<file path="src/rtl/encrypt_packetizer_pkg.sv">
// Shared configuration for the encryption datapath: frame FSM states and
// default framing constants used by the packetizer stage.
package encrypt_config;

    typedef enum logic [2:0] {
        IDLE,
        SOF,
        LEN,
        PAYLOAD,
        CSUM
    } pkt_state_t;

    localparam logic [7:0] DEF_SOF_BYTE   = 8'hA5;
    localparam int         DEF_PKT_LEN    = 8;
    localparam int         DEF_FIFO_DEPTH = 16;

endpackage

</file>
<file path="src/rtl/encrypt_packetizer_if.sv">
// Byte-stream signals of the packetizer: ciphertext input (no backpressure)
// and the framed output toward the link stage.
// Output handshake: a byte moves on a rising clk edge where out_valid and
// out_ready are both 1; once out_valid is raised, out_valid and out_data hold
// until that transfer happens, and out_valid never depends on out_ready.
interface encrypt_packetizer_if;
    logic [7:0] din;
    logic       din_v;
    logic [7:0] out_data;
    logic       out_valid;
    logic       out_ready;

    // Environment side: feeds ciphertext and accepts frame bytes.
    modport master (
        output din, din_v, out_ready,
        input  out_data, out_valid
    );

    // Packetizer side.
    modport slave (
        input  din, din_v, out_ready,
        output out_data, out_valid
    );
endinterface

</file>
<file path="src/rtl/encrypt_packetizer_fifo.sv">
// Synchronous 8-bit ciphertext FIFO. Head is read straight from storage at
// the read pointer, so it is stable until a pop. Callers gate push/pop with
// full/empty; level is registered and counts 0..DEPTH inclusive.
module cipher_byte_fifo #(
    parameter  int DEPTH = 16,
    localparam int AW    = $clog2(DEPTH),
    localparam int LW    = $clog2(DEPTH) + 1
) (
    input  logic          clk,
    input  logic          rst,
    input  logic          push,
    input  logic [7:0]    wdata,
    input  logic          pop,
    output logic [7:0]    head,
    output logic          full,
    output logic          empty,
    output logic [LW-1:0] level
);

    logic [7:0]    mem_q [DEPTH];
    logic [AW-1:0] wr_ptr_q, wr_ptr_d;
    logic [AW-1:0] rd_ptr_q, rd_ptr_d;
    logic [LW-1:0] level_q, level_d;

    // Pointer and level update; pointers wrap naturally at a power-of-2 depth.
    always_comb begin
        wr_ptr_d = wr_ptr_q;
        rd_ptr_d = rd_ptr_q;
        level_d  = level_q;
        if (push) wr_ptr_d = wr_ptr_q + AW'(1);
        if (pop)  rd_ptr_d = rd_ptr_q + AW'(1);
        case ({push, pop})
            2'b10:   level_d = level_q + LW'(1);
            2'b01:   level_d = level_q - LW'(1);
            default: level_d = level_q;
        endcase
    end

    // Control state register; reset empties the buffer.
    always_ff @(posedge clk or negedge rst) begin
        if (!rst) begin
            wr_ptr_q <= '0;
            rd_ptr_q <= '0;
            level_q  <= '0;
        end else begin
            wr_ptr_q <= wr_ptr_d;
            rd_ptr_q <= rd_ptr_d;
            level_q  <= level_d;
        end
    end

    // Storage write; contents need no reset since level gates every read.
    always_ff @(posedge clk) begin
        if (push) mem_q[wr_ptr_q] <= wdata;
    end

    assign head  = mem_q[rd_ptr_q];
    assign full  = (level_q == LW'(DEPTH));
    assign empty = (level_q == '0);
    assign level = level_q;

endmodule

</file>
<file path="src/rtl/encrypt_packetizer.sv">
// Packetizer: buffers the encrypt unit's ciphertext and emits frames
// {SOF, LEN, payload[LEN], CSUM} where CSUM is the XOR of the payload bytes.
// A frame starts once PKT_LEN bytes are buffered, or earlier on flush.
module encrypt_packetizer
    import encrypt_config::*;
#(
    parameter  int         FIFO_DEPTH = DEF_FIFO_DEPTH,
    parameter  int         PKT_LEN    = DEF_PKT_LEN,
    parameter  logic [7:0] SOF_BYTE   = DEF_SOF_BYTE,
    localparam int         LW         = $clog2(FIFO_DEPTH) + 1
) (
    input  logic                 clk,
    input  logic                 rst,
    encrypt_packetizer_if.slave  bus,
    input  logic                 flush,
    input  logic                 clear_ovf,
    output logic [LW-1:0]        fifo_level,
    output logic                 overflow,
    output logic                 busy,
    output pkt_state_t           state_dbg
);

    localparam logic [LW-1:0] PKT_LEN_L = LW'(PKT_LEN);

    pkt_state_t    state_q, state_d;
    logic [7:0]    len_q, len_d;
    logic [7:0]    cnt_q, cnt_d;
    logic [7:0]    csum_q, csum_d;
    logic          flush_pend_q, flush_pend_d;
    logic          overflow_q, overflow_d;

    logic [7:0]    head;
    logic          full, empty;
    logic [LW-1:0] level;
    logic          push, pop, hs;

    // Upstream cannot stall: a byte arriving while full is lost.
    assign push = bus.din_v & ~full;
    // Handshake built from registered state so out_ready never feeds out_valid.
    assign hs   = (state_q != IDLE) & bus.out_ready;
    assign pop  = (state_q == PAYLOAD) & hs;

    cipher_byte_fifo #(.DEPTH(FIFO_DEPTH)) u_fifo (
        .clk   (clk),
        .rst   (rst),
        .push  (push),
        .wdata (bus.din),
        .pop   (pop),
        .head  (head),
        .full  (full),
        .empty (empty),
        .level (level)
    );

    // Frame sequencing, length latch, checksum, flush and overflow bookkeeping.
    always_comb begin
        state_d      = state_q;
        len_d        = len_q;
        cnt_d        = cnt_q;
        csum_d       = csum_q;
        flush_pend_d = flush_pend_q | flush;
        overflow_d   = overflow_q;
        bus.out_valid = (state_q != IDLE);
        bus.out_data  = 8'h00;

        if (clear_ovf)          overflow_d = 1'b0;
        if (bus.din_v && full)  overflow_d = 1'b1;

        case (state_q)
            IDLE: begin
                if (level >= PKT_LEN_L) begin
                    state_d = SOF;
                    len_d   = 8'(PKT_LEN);
                    cnt_d   = 8'h00;
                    csum_d  = 8'h00;
                end else if (flush_pend_q) begin
                    // A flush seen with nothing buffered is simply dropped.
                    flush_pend_d = flush;
                    if (!empty) begin
                        state_d = SOF;
                        len_d   = 8'(level);
                        cnt_d   = 8'h00;
                        csum_d  = 8'h00;
                    end
                end
            end
            SOF: begin
                bus.out_data = SOF_BYTE;
                if (hs) state_d = LEN;
            end
            LEN: begin
                bus.out_data = len_q;
                if (hs) state_d = PAYLOAD;
            end
            PAYLOAD: begin
                bus.out_data = head;
                if (hs) begin
                    csum_d = csum_q ^ head;
                    cnt_d  = cnt_q + 8'd1;
                    if (cnt_q == (len_q - 8'd1)) state_d = CSUM;
                end
            end
            CSUM: begin
                bus.out_data = csum_q;
                if (hs) state_d = IDLE;
            end
            default: state_d = IDLE;
        endcase
    end

    // State register; reset aborts any frame in progress.
    always_ff @(posedge clk or negedge rst) begin
        if (!rst) begin
            state_q      <= IDLE;
            len_q        <= 8'h00;
            cnt_q        <= 8'h00;
            csum_q       <= 8'h00;
            flush_pend_q <= 1'b0;
            overflow_q   <= 1'b0;
        end else begin
            state_q      <= state_d;
            len_q        <= len_d;
            cnt_q        <= cnt_d;
            csum_q       <= csum_d;
            flush_pend_q <= flush_pend_d;
            overflow_q   <= overflow_d;
        end
    end

    assign fifo_level = level;
    assign overflow   = overflow_q;
    assign busy       = (state_q != IDLE);
    assign state_dbg  = state_q;

endmodule

</file>
<file path="src/flat_wrapper.sv">
// flat-port wrapper written by rule: the top's interface ports become plain ports
module encrypt_packetizer_flat import encrypt_config::*;
#(
    parameter  int         FIFO_DEPTH = DEF_FIFO_DEPTH,
    parameter  int         PKT_LEN    = DEF_PKT_LEN,
    parameter  logic [7:0] SOF_BYTE   = DEF_SOF_BYTE,
    localparam int         LW         = $clog2(FIFO_DEPTH) + 1
)
  (clk, rst, flush, clear_ovf, fifo_level, overflow, busy, state_dbg, bus_din, bus_din_v, bus_out_ready, bus_out_data, bus_out_valid);
  encrypt_packetizer_if bus_i ();
  input  logic clk;
  input  logic rst;
  input  logic flush;
  input  logic clear_ovf;
  output logic [LW-1:0] fifo_level;
  output logic overflow;
  output logic busy;
  output pkt_state_t state_dbg;
  input wire logic [$bits(bus_i.din)-1:0] bus_din;
  input wire logic [$bits(bus_i.din_v)-1:0] bus_din_v;
  input wire logic [$bits(bus_i.out_ready)-1:0] bus_out_ready;
  output wire logic [$bits(bus_i.out_data)-1:0] bus_out_data;
  output wire logic [$bits(bus_i.out_valid)-1:0] bus_out_valid;
  assign bus_i.din = bus_din;
  assign bus_i.din_v = bus_din_v;
  assign bus_i.out_ready = bus_out_ready;
  assign bus_out_data = bus_i.out_data;
  assign bus_out_valid = bus_i.out_valid;
  encrypt_packetizer #(.FIFO_DEPTH(FIFO_DEPTH), .PKT_LEN(PKT_LEN), .SOF_BYTE(SOF_BYTE)) u_core (.clk(clk), .rst(rst), .bus(bus_i), .flush(flush), .clear_ovf(clear_ovf), .fifo_level(fifo_level), .overflow(overflow), .busy(busy), .state_dbg(state_dbg));
endmodule
</file>
<file path="config.mk">
export PLATFORM = sky130hd
export DESIGN_NAME = encrypt_packetizer_flat
export DESIGN_NICKNAME = d
export VERILOG_FILES = /design/src/rtl/encrypt_packetizer_pkg.sv /design/src/rtl/encrypt_packetizer_if.sv /design/src/rtl/encrypt_packetizer_fifo.sv /design/src/rtl/encrypt_packetizer.sv /design/src/flat_wrapper.sv
export SDC_FILE = /design/constraint.sdc
export NUM_CORES = 1
export LEC_CHECK = 0
export CELL_PAD_IN_SITES_DETAIL_PLACEMENT = 1
export CELL_PAD_IN_SITES_GLOBAL_PLACEMENT = 2
export CORE_ASPECT_RATIO = 1.4
export CORE_MARGIN = 2
export CORE_UTILIZATION = 35
export DETAILED_ROUTE_END_ITERATION = 8
export PLACE_DENSITY = 0.72
export SLEW_MARGIN = 25
export SYNTH_ARGS = -nofsm -noshare
export SYNTH_HDL_FRONTEND = slang
export SYNTH_HIERARCHICAL = 1
export SYNTH_SLANG_ARGS = --single-unit
</file>
<file path="constraint.sdc">
create_clock -name clk -period 9.2 [get_ports clk]
set_input_delay 1.84 -clock clk [delete_from_list [all_inputs] [get_ports clk]]
set_output_delay 1.84 -clock clk [all_outputs]
set_load 0.005 [all_outputs]
</file>
==> results.sh, run 1 <==
export IMPL_run_status="complete, no violations"
export IMPL_num_vias=4107
export IMPL_worst_slew_margin_rel=0.309
export IMPL_timing_final_crit_period_ps=4940
export IMPL_synth_cell_type_count=61
export IMPL_design_final_nets=533
export IMPL_rsz0062_at_grt="false"
export IMPL_crit_type="flop to output pin"
export IMPL_cp_required_ps=7360
export IMPL_worst_ir_drop_vdd_v=0.000128
export IMPL_slew_viol_final=0
export IMPL_grt_max_degree=40
export IMPL_non_filler_instance_count_after_layout=777
export IMPL_source_of_the_worst_register_to_register_timing_path="u_core/u_fifo/level[1]"
export IMPL_final_layout_size_suffix_gt1_frac=0.129
export IMPL_h_tree_depth=4
export IMPL_worst_hold_path_type="flop to flop"
export IMPL_maxClockFrequency_ghz=0.203
export IMPL_synth_edf_count=128
export IMPL_share_of_flip_flops_with_an_asynchronous_set_or_reset=0.234
export IMPL_max_cap_violations=0
export IMPL_synth_warning_count=6
export IMPL_critical_path_max_fanout=35
export IMPL_final_hold_viol_count=0
export IMPL_timing_critical_path_to_type="output pin"
export IMPL_die_w_um=127
export IMPL_yosys_top_cells_area="sky130_fd_sc_hd__edfxtp_1 (52%), sky130_fd_sc_hd__dfrtp_1 (13%), sky130_fd_sc_hd__mux4_2 (6.4%)"
export IMPL_floorplan_die_area_um2=22200
export IMPL_synth_top_area_frac=0.522
export IMPL_area_growth_syn_to_layout_pct=14.2
export IMPL_setup_worst_path_end="bus_out_data[0]"
export IMPL_routed_wl_mm=15.9
export IMPL_largest_area_contributor_in_the_netlist="sky130_fd_sc_hd__edfxtp_1"
export IMPL_worstSetupStartpointType="flop"
export IMPL_grt_first_pass_wirelength_mm=25.4
export IMPL_syn_avg_cell_area_um2=15.4
export IMPL_critPathArrivalTime_ps=3100
export IMPL_rr_worst_depth=11
export IMPL_port_buffer_count=32
export IMPL_numPlacedInstances=745
export IMPL_grt_overflow_total=0
export IMPL_totalPowerFinal_mw=2.49
export IMPL_insertedDiodeCount=0
export IMPL_worst_setup_hold_path_clk_slew_ps=60
export IMPL_post_detailed_route_count_of_antenna_violating_nets=0
export IMPL_cts_buffer_depth=2
export IMPL_synth_nets=504
export IMPL_setup_tns_final_ps=0
export IMPL_synthCells=479
export IMPL_post_synth_instance_area_um2=7370
export IMPL_final_weighted_congestion_of_routability_driven_global_placement=0.739
export IMPL_drtIter0Drc=218
export IMPL_start_util=0.358
export IMPL_r2r_end="u_core/u_fifo/level[4]"
export IMPL_floorplan_rows=62
export IMPL_dpl_worst_slack_ps=4290
export IMPL_tritoncts_clock_tree="yes"
export IMPL_first_global_vias=4452
export IMPL_regToRegSetupSlack_ps=5780
export IMPL_final_setup_viol_count=0
export IMPL_timing_worst_slew_pin_value_ps=1030
export IMPL_fin_skew_ps=13.2
export IMPL_grt_total_usage=0.152
export IMPL_powerDensity_nw_per_um2=295
export IMPL_post_cts_repair_setup_buffers=0
export IMPL_detail_route_drc_violations=0
export IMPL_nFillCells=2061
export IMPL_period_utilization_post_route=0.537
export IMPL_dominantRegCellSynth="sky130_fd_sc_hd__edfxtp_1"
export IMPL_critPathLaunch="u_core/u_fifo/rd_ptr_q[0]"
export IMPL_finalCoreUtilization=0.409
export IMPL_hold_buffers=0
export IMPL_top_level_ports=33
export IMPL_cts_sinks=167
export IMPL_drtPass1Iterations=4
export IMPL_clk_insertion_delay_late_ps=430
export IMPL_initial_antenna_violation_count=0
export IMPL_dp_hpwl_mm=10.9
export IMPL_routed_length_per_instance_um=20.5
export IMPL_core_area_um2=20600
export IMPL_cts_buffers_inserted=17
export IMPL_dieHeight_um=176
export IMPL_postLayoutSetupSlackWorst_ps=4260
export IMPL_share_of_the_yosys_chip_area_belonging_to_registers=0.654
export IMPL_detail_route_vias_per_cell=5.29
export IMPL_post_cts_resized=0
export IMPL_postSynthRegisterBits=167
export IMPL_ctsRootBufferMaster="sky130_fd_sc_hd__clkbuf_16"
export IMPL_static_power_due_to_leakage_nw=2.96
## state kept, by name (all words and copies together), names as in the netlist
| name | flops |
|---|---|
| u_core/len_q | 5 |
| u_core/state_dbg | 3 |
| u_core/u_fifo/mem_q | 128 |
| u_core/u_fifo/rd_ptr_q | 4 |
| u_core/csum_q | 8 |
| u_core/flush_pend_q | 1 |
| u_core/u_fifo/wr_ptr_q | 4 |
| u_core/cnt_q | 8 |
| u_core/overflow | 1 |
| u_core/u_fifo/level | 5 |
## routing by layer
layer	vias up	wire length (µm)	track usage
met5	-	0	0
li1	1881	-	-
met1	2141	6630	0.181
met3	22	412	0.0283
met4	0	316	0.0545
met2	63	8550	0.274
## cell usage after synthesis, types with 3 or more instances
cell                       count
sky130_fd_sc_hd__mux2i_1       3
sky130_fd_sc_hd__nor2_1       33
sky130_fd_sc_hd__buf_2         6
sky130_fd_sc_hd__nand2b_1      9
sky130_fd_sc_hd__nand3_1       4
sky130_fd_sc_hd__xor2_1       18
sky130_fd_sc_hd__dfrtp_1      39
sky130_fd_sc_hd__a22oi_1      18
sky130_fd_sc_hd__o21ai_0      17
sky130_fd_sc_hd__mux4_2       21
sky130_fd_sc_hd__mux4_1       11
sky130_fd_sc_hd__xnor2_1      11
sky130_fd_sc_hd__nor3_1        6
sky130_fd_sc_hd__inv_1         9
sky130_fd_sc_hd__nand4_1       7
sky130_fd_sc_hd__a21oi_1      10
sky130_fd_sc_hd__ha_1         11
sky130_fd_sc_hd__buf_4         3
sky130_fd_sc_hd__buf_6         5
sky130_fd_sc_hd__clkbuf_1      5
sky130_fd_sc_hd__nand2_1      44
sky130_fd_sc_hd__edfxtp_1    128
sky130_fd_sc_hd__nor2b_1      10
## cells by family after synthesis
group,after synthesis,synth area share
AOI/OAI and AO/OA,66,0.0593
xor gates and xnor gates,29,0.0345
adders and majority gates,11,0.0187
buffers and inverters,36,0.0311
DFF,167,0.654
muxes,37,0.111
and+or+nand+nor,133,0.0919
## per-stage QoR
stage / hold slack, ps / area (µm²)
5_1_grt: 497 / 8410
2_1_floorplan: 450 / 7370
3_3_place_gp: 461 / 7840
4_1_cts: 487 / 8410
3_5_place_dp: 471 / 7850
6_report: 480 / 8410
## final cells by class
class / count / area [µm²] / area share
clock inverter: 13 / 129 / 0.0153
inverter: 11 / 43.8 / 0.00521
sequential: 167 / 4820 / 0.573
tap: 256 / 320 / 0.0381
clock buffer: 19 / 433 / 0.0515
timing repair buffer: 35 / 340 / 0.0405
multi-input combinational: 276 / 2320 / 0.276
## worst min path at each step
| stage | cells after the start | from | endpoint | slack, ps |
|---|---|---|---|---|
| 3_5_place_dp | 1 | u_core/flush_pend_q | u_core/flush_pend_q | 470 |
| 3_3_place_gp | 1 | u_core/flush_pend_q | u_core/flush_pend_q | 460 |
| 6_report | 1 | u_core/flush_pend_q | u_core/flush_pend_q | 480 |
| 5_1_grt | 1 | u_core/flush_pend_q | u_core/flush_pend_q | 500 |
| 2_1_floorplan | 1 | u_core/flush_pend_q | u_core/flush_pend_q | 450 |
| 4_1_cts | 1 | u_core/flush_pend_q | u_core/flush_pend_q | 490 |
## where the power goes
part	switching, mW	internal [mW]	leakage (nW)	total, mW
Sequential	0.137	0.936	1.63	1.07
Clock	0.315	0.360	0.275	0.675
Combinational	0.361	0.377	1.05	0.738
Total	0.813	1.67	2.96	2.49
## placed cells by master (no fill, tap or decap), types with 3 or more instances in the layout
cell	count
sky130_fd_sc_hd__a21oi_1	10
sky130_fd_sc_hd__a22oi_1	18
sky130_fd_sc_hd__buf_4	4
sky130_fd_sc_hd__clkbuf_16	17
sky130_fd_sc_hd__clkdlybuf4s50_1	31
sky130_fd_sc_hd__clkinv_2	3
sky130_fd_sc_hd__dfrtp_1	38
sky130_fd_sc_hd__edfxtp_1	128
sky130_fd_sc_hd__ha_1	11
sky130_fd_sc_hd__inv_1	9
sky130_fd_sc_hd__inv_6	4
sky130_fd_sc_hd__inv_8	5
sky130_fd_sc_hd__mux2i_1	3
sky130_fd_sc_hd__mux4_1	11
sky130_fd_sc_hd__mux4_2	21
sky130_fd_sc_hd__nand2_1	44
sky130_fd_sc_hd__nand2b_1	9
sky130_fd_sc_hd__nand3_1	4
sky130_fd_sc_hd__nand4_1	7
sky130_fd_sc_hd__nor2_1	32
sky130_fd_sc_hd__nor2b_1	10
sky130_fd_sc_hd__nor3_1	6
sky130_fd_sc_hd__o21ai_0	17
sky130_fd_sc_hd__xnor2_1	11
sky130_fd_sc_hd__xor2_1	18
## worst max-delay path, cell delays in order (launching register included)
cell	delay [ps]
sky130_fd_sc_hd__dfrtp_4	860
sky130_fd_sc_hd__mux4_2	580
sky130_fd_sc_hd__a22oi_1	290
sky130_fd_sc_hd__nand2_1	130
sky130_fd_sc_hd__a22oi_1	200
sky130_fd_sc_hd__o22ai_1	120
sky130_fd_sc_hd__clkdlybuf4s50_1	480
No activity file was read; power rests on OpenSTA's default activity.
==> run 2: changes to the inputs <==
--- a/config.mk
+++ b/config.mk
@@ -11,7 +11,7 @@
 export CORE_MARGIN = 2
 export CORE_UTILIZATION = 35
 export DETAILED_ROUTE_END_ITERATION = 8
-export PLACE_DENSITY = 0.72
+export PLACE_DENSITY = 0.74
 export SLEW_MARGIN = 25
 export SYNTH_ARGS = -nofsm -noshare
 export SYNTH_HDL_FRONTEND = slang
==> constraint.sdc (replaced) <==
create_clock -name clk -period 4.1 [get_ports clk]
set_input_delay 0.82 -clock clk [delete_from_list [all_inputs] [get_ports clk]]
set_output_delay 0.82 -clock clk [all_outputs]
set_load 0.005 [all_outputs]
==> results.sh, run 2 (synthesized netlist as in run 1, its figures left out) <==
export IMPL_final_hold_viol_count=0
export IMPL_initial_antenna_violation_count=0
export IMPL_cts_sinks=167
export IMPL_fin_skew_ps=10.2
export IMPL_worst_hold_path_type="input pin to async pin"
export IMPL_first_global_vias=4621
export IMPL_layout_top_registers="u_core/u_fifo/mem_q x128, u_core/cnt_q x8, u_core/csum_q x8"
export IMPL_worst_ir_drop_vdd_v=0.000350
export IMPL_hold_buffers=0
export IMPL_grt_total_usage=0.161
export IMPL_worst_setup_hold_path_clk_slew_ps=70
export IMPL_run_status="complete, no violations"
export IMPL_timing_critical_path_to_type="output pin"
export IMPL_timing_worst_slew_pin_value_ps=1030
export IMPL_routed_wl_mm=16.7
export IMPL_cp_required_ps=3280
export IMPL_final_weighted_congestion_of_routability_driven_global_placement=0.779
export IMPL_start_util=0.358
export IMPL_crit_path_cell_trace="buf_12 > mux4_1 > a22oi_1 > nand2_1 > nor2b_1 > o21ai_0 > clkdlybuf4s50_1"
export IMPL_worstSetupStartpointType="flop"
export IMPL_grt_overflow_total=0
export IMPL_post_cts_resized=0
export IMPL_power_report_internal_total_mw=3.96
export IMPL_r2r_end="u_core/u_fifo/level[4]"
export IMPL_dp_hpwl_mm=11.3
export IMPL_grt_max_degree=40
export IMPL_cts_buffers_inserted=17
export IMPL_clock_power_share=0.287
export IMPL_rsz0062_at_grt="false"
export IMPL_setup_tns_final_ps=0
export IMPL_comb_power_share=0.303
export IMPL_die_w_um=127
export IMPL_worst_slew_margin_rel=0.308
export IMPL_detail_route_vias_per_cell=5.42
export IMPL_timing_final_crit_period_ps=3840
export IMPL_critPathArrivalTime_ps=3020
export IMPL_seqPwrFrac=0.410
export IMPL_regToRegSetupSlack_ps=710
export IMPL_port_buffer_count=32
export IMPL_core_area_um2=20600
export IMPL_insertedDiodeCount=0
export IMPL_largest_reg_flops=128
export IMPL_tritoncts_clock_tree="yes"
export IMPL_dpl_worst_slack_ps=600
export IMPL_num_vias=4274
export IMPL_dieHeight_um=176
export IMPL_top_level_ports=33
export IMPL_floorplan_die_area_um2=22200
export IMPL_slew_viol_final=0
export IMPL_h_tree_depth=4
export IMPL_clk_insertion_delay_late_ps=430
export IMPL_powerDensity_nw_per_um2=675
export IMPL_ctsRootBufferMaster="sky130_fd_sc_hd__clkbuf_16"
export IMPL_p_sw_frac=0.315
export IMPL_period_utilization_post_route=0.938
export IMPL_post_cts_repair_setup_buffers=0
export IMPL_critical_path_max_fanout=24
export IMPL_grt_first_pass_wirelength_mm=26.5
export IMPL_cts_buffer_depth=2
export IMPL_postLayoutSetupSlackWorst_ps=256
export IMPL_largest_register="u_core/u_fifo/mem_q"
export IMPL_highest_count_cells_in_the_layout_ignoring_fill_and_taps="sky130_fd_sc_hd__edfxtp_1 (128), sky130_fd_sc_hd__nand2_1 (44), sky130_fd_sc_hd__dfrtp_1 (38)"
export IMPL_net_switching_power_mw=1.82
export IMPL_crit_path_top_delay_cell="sky130_fd_sc_hd__dfrtp_2"
export IMPL_maxClockFrequency_ghz=0.260
export IMPL_static_power_due_to_leakage_nw=3.05
export IMPL_design_final_nets=545
export IMPL_drtIter0Drc=221
export IMPL_final_common_cell="sky130_fd_sc_hd__edfxtp_1"
export IMPL_rr_worst_depth=12
export IMPL_area_growth_syn_to_layout_pct=16.2
export IMPL_finalCoreUtilization=0.416
export IMPL_drtPass1Iterations=4
export IMPL_crit_type="flop to output pin"
export IMPL_largest_stage_delay_on_the_critical_path_ps=600
export IMPL_routed_length_per_instance_um=21.2
export IMPL_final_layout_size_suffix_gt1_frac=0.148
export IMPL_max_cap_violations=0
export IMPL_post_detailed_route_count_of_antenna_violating_nets=0
export IMPL_detail_route_drc_violations=0
export IMPL_final_setup_viol_count=0
export IMPL_floorplan_rows=62
export IMPL_source_of_the_worst_register_to_register_timing_path="u_core/u_fifo/level[1]"
## run 2: critical path, delay by kind of cell, from the launching register on
| family | cells | cell delay, ps |
|---|---|---|
| buf+inv | 2 | 730 |
| flops | 1 | 600 |
| mux | 1 | 590 |
| compound gates | 2 | 340 |
| simple gates | 2 | 310 |
## run 2: metrics by stage
stage | power (mW) | hold WS, ps | instance area, µm² | std cells
after floorplan | 3.55 | 450 | 7370 | 479
after global placement | 4.10 | 463 | 7950 | 757
after detailed placement | 4.17 | 471 | 7950 | 757
after CTS | 5.85 | 487 | 8560 | 788
after global routing | 6.10 | 411 | 8560 | 788
final | 5.78 | 370 | 8560 | 788
## run 2: power groups by stage
stage          combinational, mW  clock, mW  sequential, mW
2_1_floorplan               1.29          0            2.26
3_3_place_gp                1.71          0            2.39
3_5_place_dp                1.76          0            2.41
4_1_cts                     1.77       1.70            2.38
5_1_grt                     1.93       1.76            2.41
6_report                    1.75       1.66            2.37
## run 2: cell type report
class	instances	area (µm²)
Sequential cell	167	4820
Inverter	11	43.8
Timing Repair Buffer	47	443
Multi-Input combinational cell	276	2320
Fill cell	2034	12000
Clock inverter	14	186
Clock buffer	17	425
Tap cell	256	320
## run 2: worst max path at each step
stage	from	to	slack, ps	cells past startpoint
floorplan	u_core/u_fifo/level[2]	u_core/u_fifo/level[4]	1140	13
global placement	bus_din_v	u_core/u_fifo/level[4]	690	11
detailed placement	bus_din_v	u_core/u_fifo/level[4]	600	11
CTS	u_core/u_fifo/rd_ptr_q[0]	bus_out_data[7]	190	7
global route	u_core/u_fifo/rd_ptr_q[0]	bus_out_data[7]	6	7
finish	u_core/u_fifo/rd_ptr_q[0]	bus_out_data[7]	260	7
## run 2: metal layers
metal	part of all wire	track usage	routed length (µm)
met1	0.41	0.192	6860
met2	0.52	0.276	8670
met3	0.040	0.0308	676
met4	0.032	0.0815	538
met5	0	0	0
==> run 3: changes to the inputs <==
--- a/config.mk
+++ b/config.mk
@@ -11,6 +11,7 @@
 export CORE_MARGIN = 2
 export CORE_UTILIZATION = 35
 export DETAILED_ROUTE_END_ITERATION = 8
+export HOLD_SLACK_MARGIN = 0.02
 export PLACE_DENSITY = 0.74
 export SLEW_MARGIN = 25
 export SYNTH_ARGS = -nofsm -noshare
==> results of run 3 <==
Same layout as run 2: the final DEF is identical, and so are final timing and power.
